**src/rtl/ibex_pkg.sv**
```systemverilog
// Shared types for the instruction-bus arbiter.
// Requester IDs double as ID-queue entries.
package ibex_pkg;

  typedef enum logic {
    IBUS_SRC_PF  = 1'b0,
    IBUS_SRC_AUX = 1'b1
  } ibus_src_e;

endpackage

```
**src/rtl/ibex_ibus_arbiter.sv**
```systemverilog
// Two-requester instruction-bus arbiter with
// grant locking and an in-order response ID queue.
module ibex_ibus_arbiter
  import ibex_pkg::*;
#(
  parameter int MaxOutstanding = 2
) (
  input  logic        clk_i,
  input  logic        rst_ni,
  input  logic        pf_req_i,
  input  logic [31:0] pf_addr_i,
  output logic        pf_gnt_o,
  output logic        pf_rvalid_o,
  input  logic        aux_req_i,
  input  logic [31:0] aux_addr_i,
  output logic        aux_gnt_o,
  output logic        aux_rvalid_o,
  output logic [31:0] rdata_o,
  output logic        err_o,
  output logic        instr_req_o,
  input  logic        instr_gnt_i,
  output logic [31:0] instr_addr_o,
  input  logic [31:0] instr_rdata_i,
  input  logic        instr_err_i,
  input  logic        instr_rvalid_i,
  output logic        busy_o
);

  localparam int CW = $clog2(MaxOutstanding + 1);
  localparam int PW = (MaxOutstanding > 1) ?
                      $clog2(MaxOutstanding) : 1;

  logic [CW-1:0] count_q;
  logic [PW-1:0] wptr_q;
  logic [PW-1:0] rptr_q;
  ibus_src_e     ids_q [MaxOutstanding];
  logic          lock_q;
  ibus_src_e     owner_q;
  ibus_src_e     last_q;

  logic          sel_valid;
  ibus_src_e     sel;
  logic          can_req;
  logic          gnt;
  logic          push;
  logic          pop;
  logic [31:0]   sel_addr;

  // Pick the owner: a locked owner wins, else round-robin.
  always_comb begin
    sel_valid = 1'b0;
    sel       = IBUS_SRC_PF;
    unique case (1'b1)
      lock_q: begin
        sel_valid = 1'b1;
        sel       = owner_q;
      end
      !lock_q && pf_req_i && aux_req_i: begin
        sel_valid = 1'b1;
        sel       = (last_q == IBUS_SRC_PF) ?
                    IBUS_SRC_AUX : IBUS_SRC_PF;
      end
      !lock_q && pf_req_i && !aux_req_i: begin
        sel_valid = 1'b1;
        sel       = IBUS_SRC_PF;
      end
      !lock_q && !pf_req_i && aux_req_i: begin
        sel_valid = 1'b1;
        sel       = IBUS_SRC_AUX;
      end
      default: ;
    endcase
  end

  assign can_req  = count_q < CW'(MaxOutstanding);
  assign sel_addr = (sel == IBUS_SRC_PF) ?
                    pf_addr_i : aux_addr_i;

  assign instr_req_o  = rst_ni & sel_valid & can_req;
  assign instr_addr_o = {sel_addr[31:2], 2'b00};
  assign gnt          = instr_req_o & instr_gnt_i;
  assign pf_gnt_o     = gnt & (sel == IBUS_SRC_PF);
  assign aux_gnt_o    = gnt & (sel == IBUS_SRC_AUX);

  assign push = gnt;
  assign pop  = rst_ni & instr_rvalid_i &
                (count_q != '0);

  assign pf_rvalid_o  = pop &
                        (ids_q[rptr_q] == IBUS_SRC_PF);
  assign aux_rvalid_o = pop &
                        (ids_q[rptr_q] == IBUS_SRC_AUX);
  assign rdata_o      = instr_rdata_i;
  assign err_o        = instr_err_i;
  assign busy_o       = (count_q != '0) | instr_req_o;

  // Hold the owner across stalled requests; track last grant.
  always_ff @(posedge clk_i) begin
    if (!rst_ni) begin
      lock_q  <= 1'b0;
      owner_q <= IBUS_SRC_PF;
      last_q  <= IBUS_SRC_AUX;
    end else if (gnt) begin
      lock_q  <= 1'b0;
      last_q  <= sel;
    end else if (instr_req_o) begin
      lock_q  <= 1'b1;
      owner_q <= sel;
    end
  end

  // In-order ID queue: push on grant, pop on response.
  always_ff @(posedge clk_i) begin
    if (!rst_ni) begin
      count_q <= '0;
      wptr_q  <= '0;
      rptr_q  <= '0;
    end else begin
      count_q <= count_q + CW'(push) - CW'(pop);
      if (push) begin
        ids_q[wptr_q] <= sel;
        wptr_q <= (wptr_q == PW'(MaxOutstanding - 1)) ?
                  '0 : wptr_q + 1'b1;
      end
      if (pop) begin
        rptr_q <= (rptr_q == PW'(MaxOutstanding - 1)) ?
                  '0 : rptr_q + 1'b1;
      end
    end
  end

  // Responses with nothing outstanding are dropped and flagged.
  stray_rvalid_a : assert property (
    @(posedge clk_i) disable iff (!rst_ni)
    !(instr_rvalid_i && (count_q == '0))
  ) else $warning("stray instr_rvalid_i ignored");

endmodule

```
**config.mk**
```make
export PLATFORM = sky130hd
export DESIGN_NAME = ibex_ibus_arbiter
export DESIGN_NICKNAME = d
export VERILOG_FILES = /design/src/rtl/ibex_pkg.sv /design/src/rtl/ibex_ibus_arbiter.sv
export SDC_FILE = /design/constraint.sdc
export NUM_CORES = 1
export LEC_CHECK = 0
export CORE_MARGIN = 2
export CORE_UTILIZATION = 21
export DETAILED_ROUTE_END_ITERATION = 8
export PLACE_DENSITY = 0.79
export SYNTH_ARGS = -nofsm -noshare
export SYNTH_HDL_FRONTEND = slang
export SYNTH_SLANG_ARGS = --single-unit
```
**constraint.sdc**
```tcl
create_clock -name clk_i -period 2.3 [get_ports clk_i]
set_input_delay 0.69 -clock clk_i [delete_from_list [all_inputs] [get_ports clk_i]]
set_output_delay 0.69 -clock clk_i [all_outputs]
set_load 0.02 [all_outputs]
```
==> qor.csv, run 1 <==
stage,metric,value,unit
status,outcome,finished with violations,
status,failing checks,negative setup slack,
yosys,Synth Warn #,0,
clock_network,CTS tree,yes,
yosys,sequential area share after synthesis,19.56,%
power,Sequential Power Share,21.3,%
place,placed instance area,0.002048,mm²
final_layout,most frequent cells in the layout,"clkdlybuf4s50_1 (61), buf_6 (37), mux2_2 (26), buf_4 (16), dfxtp_1 (8)",
worst_setup_path,WS Path Type,input port to output pin,
yosys,synthesized flop and latch total,10,
yosys,dominant cells by area after synthesis,"mux2_2 (32%), buf_4 (23%), dfxtp_1 (14%)",
final_layout,P&R area growth vs syn,110.1,%
sta,Final period util,115.3,%
yosys,Yosys cell types,28,
yosys,Synth area leader,mux2_2,
yosys,Syn Std Cell Area,0.001126,mm²
global_route,antenna violations before repair,0,
final_layout,"non-filler cells, final",281,
route,router iterations before antenna repair,4,
power,Lkg Pwr,0.9937,nW
final_layout,FF+latch area,220.2,µm²
route,wire per inst,13.88,µm
route,Post-route DRC,0,
power,Max rail drop VDD,0.2033,mV
place,PortBufs,101,
final_layout,Layout fillers,517,
floorplan,number of cell rows,26,
final_layout,antenna cell count,0,
route,1st-iter DRT viols,14,
yosys,Post-Syn Instances,121,
clock_network,Clock Sinks,10,
worst_setup_path,CP max FO,6,
worst_setup_path,Worst Path Required,1610,ps
yosys,share of the synthesized area in the top cell type,32.00,%
clock_network,# H-tree levels,1,
clock_network,clock-pin slew on the worst setup and hold paths,40,ps
place,GP Congestion,0.7643,
sta,WHS,513.1,ps
sta,f_max,0.3770,GHz
floorplan,die height,77.23,µm
route,Avg Vias per Cell,4.224,
floorplan,die area,0.005964,mm²
clock_network,CTS max path bufs,2,
sta,setup total negative slack,-10270,ps
sta,final-report hold violation count,0,
final_layout,"most common cell after layout, fill and taps aside",clkdlybuf4s50_1,
place,DP Cell Count,264,
sta,clock skew,7.685,ps
sta,Final Critical Period,2653,ps
clock_network,CTS root buf,clkbuf_8,
sta,endpoints failing setup,34,
floorplan,Initial Utilization,21.91,%
route,vias,1187,
power,combinational share of power,59.3,%
route,WL final,3899,µm
global_route,grt total ovfl,0,
sta,final worst slack,-352.6,ps
final_layout,post-route cell area,0.002366,mm²
place,Detail Placement HPWL,2847,µm
place,Place WS,-1084,ps
power,PwrDens,412.2,mW/mm²
global_route,first-pass GRT wire length,5927,µm
clock_network,CTS buffer count,3,
worst_setup_path,CP Capture Type,output pin,
worst_setup_path,CP arrival,1960,ps
floorplan,Core ar.,0.005140,mm²
power,clock power share,19.5,%
job,MaxCap Viol Count,0,
final_layout,share of layout cells above drive strength 1,50.24,%
power,Int Power,0.0006808,W
final_layout,layout net count,316,
worst_setup_path,CP Launch Type,input port,
power,Sw Share,30.20,%
clock_network,worst-skew pair later-pin latency,240,ps
global_route,vias in the first global route,1261,
final_layout,multi-input combinational cell area,655.6,µm²
worst_hold_path,worst hold path type,register to register,
route,DRT antenna net count,0,
clock_network,hold buffers post-CTS,0,
yosys,syn_area_per_cell,9.306,µm²
floorplan,die width,77.23,µm
floorplan,total I/O pin count,174,
global_route,GRT Total Usage,12.54,%
power,NetSw,0.0002945,W
sta,count of pins over their slew limit,0,
global_route,largest net degree at the start of global routing,10,
sta,unrepaired setup endpoints after global routing,yes,
-- registers in the layout (all words and copies together), names as in the netlist, named ones only --
register,cells
last_q,1
owner_q,1
count_q,2
rptr_q,1
wptr_q,1
ids_q,2
lock_q,1
-- logic make-up (layout without fill, tap and decap cells) --
family                     Yosys count  count (layout)  synth area share, %
AOI/OAI and AO/OA                    7               7                4.221
xor gates and xnor gates             3               3                2.334
adders and majority gates            1               1                1.111
buffers and inverters               42             131                26.78
DFF                                 10              10                19.56
muxes                               34              34                33.78
other                                1               2               0.3330
and+or+nand+nor                     23              23                11.89
-- per-stage QoR --
stage / util, % / power (W)
after CTS: 44.45 / 0.0009560
after floorplan: - / 0.0005231
after global placement: 39.85 / 0.0006797
after global routing: 46.03 / 0.001024
final: 46.03 / 0.0009754
after detailed placement: 39.85 / 0.0006912
-- cell usage after synthesis (all sizes together) --
master / instances
buf: 40
mux2: 32
dfxtp: 8
and2: 5
nand2: 5
nor2: 5
xnor2: 3
a21boi: 2
edfxtp: 2
mux2i: 2
nor3b: 2
o21a: 2
or3: 2
a21oi: 1
and3b: 1
and4b: 1
clkbuf: 1
conb: 1
ha: 1
inv: 1
nor2b: 1
nor3: 1
o211ai: 1
o21ai: 1
-- metal layers --
metal	vias up	share of wire (%)	GRT usage, %
met2	74	53	23.39
met4	0	2.0	5.000
met1	545	36	12.81
met5	-	0	0
li1	559	-	-
met3	9	9.3	4.000
-- power by group through the flow --
| stage | clock (W) | sequential [W] | combinational (W) |
|---|---|---|---|
| after floorplan | 0 | 0.000208 | 0.000315 |
| after global placement | 0 | 0.000209 | 0.000471 |
| after detailed placement | 0 | 0.000210 | 0.000481 |
| after CTS | 0.000194 | 0.000207 | 0.000555 |
| after global routing | 0.000204 | 0.000208 | 0.000611 |
| final | 0.000190 | 0.000207 | 0.000578 |
-- worst max-delay path, stage by stage --
cell	delay (ps)
buf_6	90
a21boi_2	140
mux2_4	320
buf_12	150
buf_12	130
mux2_4	310
buf_6	140
-- final cells by class --
type,count,area share (%)
tap,70,3.702
sequential,10,9.307
multi-input combinational,70,27.71
timing repair buffer,126,57.22
inverter,1,0.1586
clock buffer,4,1.904
-- worst paths after layout --
check | start | endpoint | slack, ps | depth (start not counted)
setup / recovery | aux_req_i | instr_addr_o[13] | -350 | 7
hold / removal | lock_q | lock_q | 510 | 2
setup reg to reg | lock_q | count_q[1] | 350 | 8
hold reg to reg | lock_q | lock_q | 510 | 2
-- repair_timing --
item / CTS / global route
setup buffers: 6 / 3
endpoints found under the setup margin: 38 / 36
cloned: 3 / 1
resized for setup: 226 / 16
pin swaps: 5 / 1
(Power assumes the default switching activity.)
==> run 2, diff against run 1 <==
PLACE_DENSITY = 0.9   (was 0.79)
REMOVE_ABC_BUFFERS = 1   (was unset)
==> run 2 against run 1 <==
The flow still finishes with violations (negative setup slack). Clock power down 7%. Non-clock buffer count down 8. Fmax up 1.5%. Flip-flop and latch count unchanged. Clock skew down 4.1 ps. Critical path depth unchanged. Critical endpoint is now instr_addr_o[14]. Highest routed layer unchanged.
==> qor.csv, run 2 (synthesis results as in run 1) <==
stage,metric,value,unit,change
clock_network,CTS max path bufs,2,,unchanged
route,1st-iter DRT viols,36,,+22
route,vias,1161,,-2.2%
final_layout,layout net count,308,,-2.5%
power,Lkg Pwr,0.9282,nW,-6.6%
status,outcome,finished with violations,,
place,GP Congestion,0.7146,,-6.5%
final_layout,most frequent cells in the layout,"clkdlybuf4s50_1 (61), buf_6 (39), mux2_2 (27), buf_4 (12), dfxtp_1 (8)",,
route,router iterations before antenna repair,4,,unchanged
clock_network,hold buffers post-CTS,0,,unchanged
sta,f_max,0.3827,GHz,+1.5%
worst_setup_path,CP Launch Type,input port,,
final_layout,P&R area growth vs syn,98.44,%,
clock_network,clock-pin slew on the worst setup and hold paths,40,ps,about the same
status,failing checks,negative setup slack,,
final_layout,utilization after layout,43.48,%,-2.6 points
power,NetSw,0.0002735,W,-7.1%
power,Sw Share,29.93,%,-0.27 points
route,wire per inst,17.43,µm,+26%
final_layout,share of layout cells above drive strength 1,48.02,%,-2.2 points
clock_network,worst-skew pair later-pin latency,230,ps,about the same
floorplan,die area,0.005964,mm²,unchanged
sta,clock skew,3.548,ps,-4.137 ps
route,WL final,4742,µm,+22%
clock_network,CTS buffer count,3,,unchanged
clock_network,# H-tree levels,1,,unchanged
route,Avg Vias per Cell,4.268,,+1.0%
global_route,GRT Total Usage,15.18,%,+2.6 points
sta,final worst slack,-313.2,ps,+39.42 ps
worst_setup_path,CP arrival,1920,ps,-40 ps
sta,count of pins over their slew limit,0,,unchanged
global_route,largest net degree at the start of global routing,14,,+4
global_route,grt total ovfl,0,,unchanged
clock_network,CTS tree,yes,,
clock_network,CTS root buf,clkbuf_8,,
power,combinational share of power,58.1,%,-1.2 points
sta,Final period util,113.6,%,-1.7 points
route,DRT antenna net count,0,,unchanged
final_layout,biggest regs,"count_q: 2 flops, ids_q: 2 flops",,
route,Post-route DRC,0,,unchanged
floorplan,Initial Utilization,21.91,%,unchanged
sta,setup total negative slack,-7400,ps,+2874 ps
worst_setup_path,CP Capture Type,output pin,,
power,Max rail drop VDD,0.2170,mV,+6.8%
place,PortBufs,101,,unchanged
worst_setup_path,CP max FO,7,,+1
final_layout,antenna cell count,0,,unchanged
power,Int Power,0.0006403,W,-5.9%
sta,Final Critical Period,2613,ps,-39.43 ps
sta,endpoints failing setup,34,,unchanged
worst_setup_path,Worst Path Required,1610,ps,about the same
power,clock power share,19.2,%,-0.3 points
floorplan,Core ar.,0.005140,mm²,unchanged
global_route,vias in the first global route,1218,,-3.4%
global_route,antenna violations before repair,0,,unchanged
place,Detail Placement HPWL,3758,µm,+32%
global_route,first-pass GRT wire length,6748,µm,+14%
place,DP Cell Count,261,,-1.1%
final_layout,"non-filler cells, final",272,,-3.2%
floorplan,die height,77.23,µm,unchanged
power,PwrDens,408.9,mW/mm²,-0.80%
floorplan,die width,77.23,µm,unchanged
sta,final-report hold violation count,0,,unchanged
clock_network,Clock Sinks,10,,unchanged
job,MaxCap Viol Count,0,,unchanged
floorplan,number of cell rows,26,,unchanged
sta,unrepaired setup endpoints after global routing,yes,,
floorplan,total I/O pin count,174,,unchanged
worst_setup_path,WS Path Type,input port to output pin,,
worst_hold_path,worst hold path type,register to register,,
power,Sequential Power Share,22.6,%,+1.3 points
final_layout,"most common cell after layout, fill and taps aside",clkdlybuf4s50_1,,
run 2: cell count changes in the layout (fill, tap and decap cells not counted), sizes merged:
cell | previous run | this run
buf | 61 | 55
clkbuf | 7 | 3
dlygate4sd2 | 1 | 2
run 2: metrics by stage:
stage | setup WS, ps | total power, W | instance area, µm² | hold WS [ps]
4_1_cts | -319.2 | 0.0009306 | 2242 | 520.4
5_1_grt | -338.6 | 0.0009677 | 2235 | 549.5
2_1_floorplan | -228.3 | 0.0004130 | 832.0 | 434.7
3_5_place_dp | -1035 | 0.0006747 | 2011 | 479.5
3_3_place_gp | -1018 | 0.0006670 | 2011 | 487.4
6_report | -313.2 | 0.0009139 | 2235 | 522.0
run 2: path summary, 6_finish.rpt:
| kind | slack [ps] | start | to | cells after the start |
|---|---|---|---|---|
| min reg2reg | 520 | last_q | last_q | 2 |
| max | -310 | aux_req_i | instr_addr_o[14] | 7 |
| min | 520 | last_q | last_q | 2 |
| max reg2reg | 370 | lock_q | count_q[1] | 8 |
run 2: layout make-up:
cell class | count | area, µm²
clock buffer | 3 | 41.29
timing repair buffer | 118 | 1230
tap | 70 | 87.58
inverter | 1 | 3.754
multi-input combinational | 70 | 651.9
sequential | 10 | 220.2
fill | 512 | 2905
run 2: per-layer routing:
layer / wire length [µm] / vias to the layer above / GRT usage, %
met5: 0 / - / 4.545
met4: 35 / 0 / 3.750
met3: 699 / 2 / 11.41
met2: 2178 / 89 / 22.09
met1: 1829 / 532 / 17.19
li1: - / 538 / -
run 2: critical path, cell delays in order:
cell	delay [ps]
buf_6	90
a21boi_2	140
mux2_4	300
buf_6	140
buf_12	130
mux2_4	300
buf_6	130
run 2: timing repair:
| action | in CTS | in global routing |
|---|---|---|
| gates resized for setup | 238 | 6 |
| buffers inserted | 7 | 1 |
| cloned | 2 | 0 |
| setup endpoints to repair | 38 | 34 |
| pin swaps | 3 | 2 |
run 2: power by group through the flow:
stage / Sequential [W] / Clock, W / Combinational, W
2_1_floorplan: 0.000207 / 0 / 0.000205
3_3_place_gp: 0.000209 / 0 / 0.000458
3_5_place_dp: 0.000209 / 0 / 0.000465
4_1_cts: 0.000207 / 0.000185 / 0.000539
5_1_grt: 0.000208 / 0.000195 / 0.000565
6_report: 0.000207 / 0.000176 / 0.000531
